### src/rtl/lut_cfg_pkg.sv
// Shared definitions for the 8-entry LUT configuration loader and its datapath.
package lut_cfg_pkg;

   // Number of table entries and the address width that selects one of them.
   localparam int LUT_DEPTH = 8;
   localparam int LUT_ABITS = 3;

   // Controller state: no table yet, table being shifted in, table resident.
   typedef enum logic [1:0] {
      UNCONFIG = 2'd0,
      SHIFT    = 2'd1,
      READY    = 2'd2
   } cfg_state_e;

endpackage : lut_cfg_pkg

### src/rtl/lut8_sr.sv
// LUT datapath: 8-bit serial-in shift register read through a 3-bit address mux.
// Bits enter at Q[0] and move up, so the first bit shifted ends up in Q[7].
module lut8_sr
   import lut_cfg_pkg::*;
(
   input  logic clk,
   input  logic areset,
   input  logic enable,
   input  logic S,
   input  logic A,
   input  logic B,
   input  logic C,
   output logic Z
);

   logic [LUT_DEPTH-1:0] q_q;
   logic [LUT_ABITS-1:0] addr;

   // Shift one serial bit in per enabled cycle; hold otherwise.
   // NOTE: the table storage gets the async clear too, so a reset mid-load
   // never leaves a half-shifted table behind for the next lookup.
   always_ff @(posedge clk or posedge areset) begin
      if (areset) begin
         q_q <= '0;
      end else if (enable) begin
         q_q <= {q_q[LUT_DEPTH-2:0], S};
      end
   end

   // A is the address MSB, C the LSB.
   assign addr = {A, B, C};
   assign Z    = q_q[addr];

endmodule : lut8_sr

### src/rtl/lut8_cfg_loader.sv
// Configuration controller for the 8-entry serial-shift LUT. Accepts a truth
// table over valid/ready, shifts it in MSB-first over 8 cycles, and reports
// lookups as valid only once a complete table is resident.
module lut8_cfg_loader
   import lut_cfg_pkg::*;
#(
   parameter int W_CNT = 3
) (
   input  logic                 clk,
   input  logic                 areset,
   input  logic                 cfg_valid,
   input  logic [LUT_DEPTH-1:0] cfg_data,
   output logic                 cfg_ready,
   output logic                 busy,
   output logic                 sr_enable,
   output logic                 sr_s,
   input  logic [LUT_ABITS-1:0] sel,
   output logic                 z,
   output logic                 z_valid
);

   localparam logic [W_CNT-1:0] CNT_LAST = W_CNT'(LUT_DEPTH - 1);

   cfg_state_e           state_q;
   logic [LUT_DEPTH-1:0] hold_q;
   logic [W_CNT-1:0]     cnt_q;
   logic                 lut_z;
   logic                 xfer;

   // A word is taken whenever we are not mid-load and the sender offers one.
   assign xfer = cfg_valid && cfg_ready;

   // Load FSM: capture on transfer, then shift the hold register out MSB-first.
   // NOTE: all state here uses non-blocking assignments so every register
   // samples the pre-edge values, which keeps hold/cnt/state in lockstep.
   always_ff @(posedge clk or posedge areset) begin
      if (areset) begin
         state_q <= UNCONFIG;
         hold_q  <= '0;
         cnt_q   <= '0;
      end else begin
         unique case (state_q)
            UNCONFIG, READY: begin
               if (xfer) begin
                  hold_q  <= cfg_data;
                  cnt_q   <= '0;
                  state_q <= SHIFT;
               end
            end
            SHIFT: begin
               hold_q <= {hold_q[LUT_DEPTH-2:0], 1'b0};
               cnt_q  <= cnt_q + W_CNT'(1);
               if (cnt_q == CNT_LAST) begin
                  state_q <= READY;
               end
            end
            default: begin
               state_q <= UNCONFIG;
            end
         endcase
      end
   end

   // Status decodes straight from the state register.
   assign cfg_ready = (state_q != SHIFT);
   assign busy      = (state_q == SHIFT);
   assign z_valid   = (state_q == READY);

   // Drive the shift register only while loading; the serial bit is the hold MSB.
   assign sr_enable = (state_q == SHIFT);
   assign sr_s      = sr_enable & hold_q[LUT_DEPTH-1];

   lut8_sr u_sr (
      .clk    (clk),
      .areset (areset),
      .enable (sr_enable),
      .S      (sr_s),
      .A      (sel[2]),
      .B      (sel[1]),
      .C      (sel[0]),
      .Z      (lut_z)
   );

   // Lookups are gated so a partial or reloading table never reads as valid.
   assign z = z_valid & lut_z;

endmodule : lut8_cfg_loader

### config.mk
export PLATFORM = sky130hd
export DESIGN_NAME = lut8_cfg_loader
export DESIGN_NICKNAME = d
export VERILOG_FILES = /design/src/rtl/lut_cfg_pkg.sv /design/src/rtl/lut8_sr.sv /design/src/rtl/lut8_cfg_loader.sv
export SDC_FILE = /design/constraint.sdc
export NUM_CORES = 1
export LEC_CHECK = 0
export CAP_MARGIN = 20
export CORE_ASPECT_RATIO = 1.1
export CORE_MARGIN = 2
export CORE_UTILIZATION = 49
export DETAILED_ROUTE_END_ITERATION = 12
export PLACE_DENSITY = 0.82
export SYNTH_ARGS = -nofsm -noshare
export SYNTH_HDL_FRONTEND = slang
export SYNTH_SLANG_ARGS = --single-unit
export TNS_END_PERCENT = 100
### constraint.sdc
create_clock -name clk -period 1.5 [get_ports clk]
set_input_delay 0.375 -clock clk [delete_from_list [all_inputs] [get_ports clk]]
set_output_delay 0.375 -clock clk [all_outputs]
set_load 0.005 [all_outputs]
==> key figures <==
GRT
  – GRT overflow: 0
  – Initial antenna violation count: 0
  – First-pass GRT wire length: roughly 3700 um
  – Largest net degree at the start of global routing: 22
  – Total GRT Usage: between 20% and 30%
  – Vias in the first global route: roughly 840

Pwr
  – P_leak: 0.730 nW
  – Worst vdd ir: between 0.001 and 0.0015 V
  – PD cells: roughly 2200 mW/mm^2

Floorplanning
  – Die Span Y: 50.5 um
  – Row count: 16
  – Initial Util: 52.9%
  – Ports: 20
  – Full die area: roughly 0.0023 mm^2
  – Die W: 46.3 um
  – Core ar.: 0.00182 mm^2

CTS
  – Hold_buf cts: 0
  – CTS Sinks: 21
  – Clock buffer depth: 2
  – CTS Root Cell: clkbuf_4
  – Clock latency on the worst-skew pair: 310 ps
  – TritonCTS buffer count: 3
  – CTS tree: yes
  – Worst-path clk slew: 110 ps
  – H-Tree Depth: 1

Timing
  – PnR worst setup slack: -407 ps
  – Final setup vio count: 7
  – Fin. max-slew vios: 0
  – Setup Skew: 2.75 ps
  – Worst-Margin Slew: 340 ps
  – RSZ-0062 raised after global routing: true
  – Relative slew slack: 77.4%
  – Fmax: 0.524 GHz
  – Final TNS setup: -1110 ps
  – Final Cycle Share: 127%
  – Tmin final: 1910 ps
  – Hold Violations, Final: 0

Setup path
  – Crit start category: register
  – Crit. End Element: primary output
  – Critical Path RT: between 1000 and 1500 ps
  – CP arrival: 1530 ps
  – Crit path max fanout: 2
  – Crit path kind: reg2out

Finish
  – Most frequent cells in the layout: nand2_1 (36), dfrtp_1 (21), buf_4 (21)
  – Ant. Diodes: 0
  – Multi-input gate area: ~400 um^2
  – Fin nets: 161
  – Non-Filler Instances: 171
  – Commonest non-fill, non-tap cell in the layout: nand2_1
  – Layout cells sized above 1: 31.9%
  – Seq. cell area: 526 um^2
  – Filler instances: 122
  – Area Growth Syn to Fin: 49.6%

Route
  – DRC Markers: 0
  – ANT nets after route: 0
  – Pre-Repair DR Iteration Count: 4
  – Vias after detailed routing: just under 900
  – Initial DRC Count: 9
  – DR WL/cell: 14.2 um
  – DRT Wirelength: about 2400 um
  – Vias/cell: 5.13

Yosys
  – Sequential area share after synthesis: approximately 55%
  – Yosys warnings: 0
  – Post-Syn Nets: 117
  – Yosys reg bits: 21
  – Top cell type's share of synthesized area: 54.5%
  – Gate Count Post-Synth: 101
  – Post-synth top area cell: dfrtp_1
  – Most area-consuming cells after synthesis: dfrtp_1 (55%), nand2_1 (14%), mux4_1 (5.5%)
  – Cell Area, Synth: roughly 960 um^2
  – Synth cell types: 18
  – Synth Area per Inst: 9.54 um^2

Min path
  – HP Class: in2async

Status
  – Status: finished, violations left
  – Violated checks: setup timing

Placed design
  – Cells after DPL: 155
  – Buffers added on ports: 19
  – Final HPWL DP: 1320 um
  – Placer congestion estimate: 0.784
  – Setup WS pre-CTS: -991 ps

Run
  – Max cap viols: 0
==> critical path, stage by stage, from the launching register on <==
cell and delay (ps):
dfrtp_1 420, mux4_2 470, mux2i_1 170, nor2_1 50, buf_2 120
==> cell type report <==
class                      count  share of cell area (%)
sequential                    21                    36.5
clock inverter                 1                   0.347
clock buffer                   3                    1.56
tap                           27                    2.34
inverter                       3                   0.955
multi-input combinational     70                    28.5
timing repair buffer          46                    29.9
==> synth_stat cells <==
cell,number
nand2_1,36
dfrtp_1,21
nor2_1,9
a31oi_1,7
a22o_1,3
buf_2,3
buf_4,3
inv_1,3
nand2b_1,3
o21ai_0,3
ha_1,2
mux4_1,2
a21o_1,1
and2_1,1
clkbuf_1,1
mux2i_1,1
nand3_1,1
nor2b_1,1
==> flip-flops by register name, indices dropped and copies added (netlist names) <==
| name | flops |
|---|---|
| hold_q | 8 |
| state_q | 2 |
| cnt_q | 3 |
| u_sr.q_q | 8 |
==> per-stage QoR <==
stage / hold WS, ps / power (mW) / util, % / instance area, um^2
3_5_place_dp: 471 / 2.26 / 69.1 / 1260
3_3_place_gp: 464 / 2.20 / 69.1 / 1260
2_1_floorplan: 352 / 1.73 / - / 963
4_1_cts: 398 / 3.02 / 77.5 / 1410
6_report: 379 / 3.15 / 79.1 / 1440
5_1_grt: 423 / 3.36 / 79.1 / 1440
==> layer usage <==
layer / track usage, % / wire, um / vias to the layer above
met5: 0 / 0 / -
met4: 5.71 / 46 / 0
met1: 30.3 / 968 / 427
met2: 37.5 / 1300 / 26
met3: 3.24 / 118 / 5
li1: - / - / 419
==> power breakdown <==
| group | internal, mW | leakage (nW) | switching, mW |
|---|---|---|---|
| Sequential | 0.837 | 0.254 | 0.165 |
| Clock | 0.0998 | 0.0177 | 0.174 |
| Combinational | 1.09 | 0.459 | 0.784 |
| Total | 2.02 | 0.730 | 1.12 |
==> final timing paths <==
kind / startpoint / end / slack [ps] / cells past startpoint
max: u_sr.q_q[2]$_DFFE_PP0P_ / z / -410 / 4
min reg2reg: u_sr.q_q[7]$_DFFE_PP0P_ / u_sr.q_q[7]$_DFFE_PP0P_ / 500 / 2
max in group asynchronous: areset / hold_q[4]$_DFFE_PP0P_ / 910 / 3
min in group clk: u_sr.q_q[7]$_DFFE_PP0P_ / u_sr.q_q[7]$_DFFE_PP0P_ / 500 / 2
max reg2reg: state_q[0]$_DFFE_PP0P_ / cnt_q[2]$_DFFE_PP0P_ / 0 / 9
min: areset / state_q[1]$_DFFE_PP0P_ / 380 / 3
==> what timing repair did <==
action	4_1_cts	5_1_grt
buffers inserted	7	6
gates resized for setup	41	8
gates cloned	1	0
setup endpoints to repair	6	9
pin swaps	1	1
==> cells by family after synthesis <==
group	Yosys count	share of synthesized area [%]
flip-flops	21	54.5
AO/OA/AOI/OAI	14	9.61
multiplexers	3	6.49
buffers and inverters	10	5.45
adder cells (fa/ha/maj)	2	2.60
AND/OR/NAND/NOR	51	21.3
No activity file was read; power rests on OpenSTA's default activity.
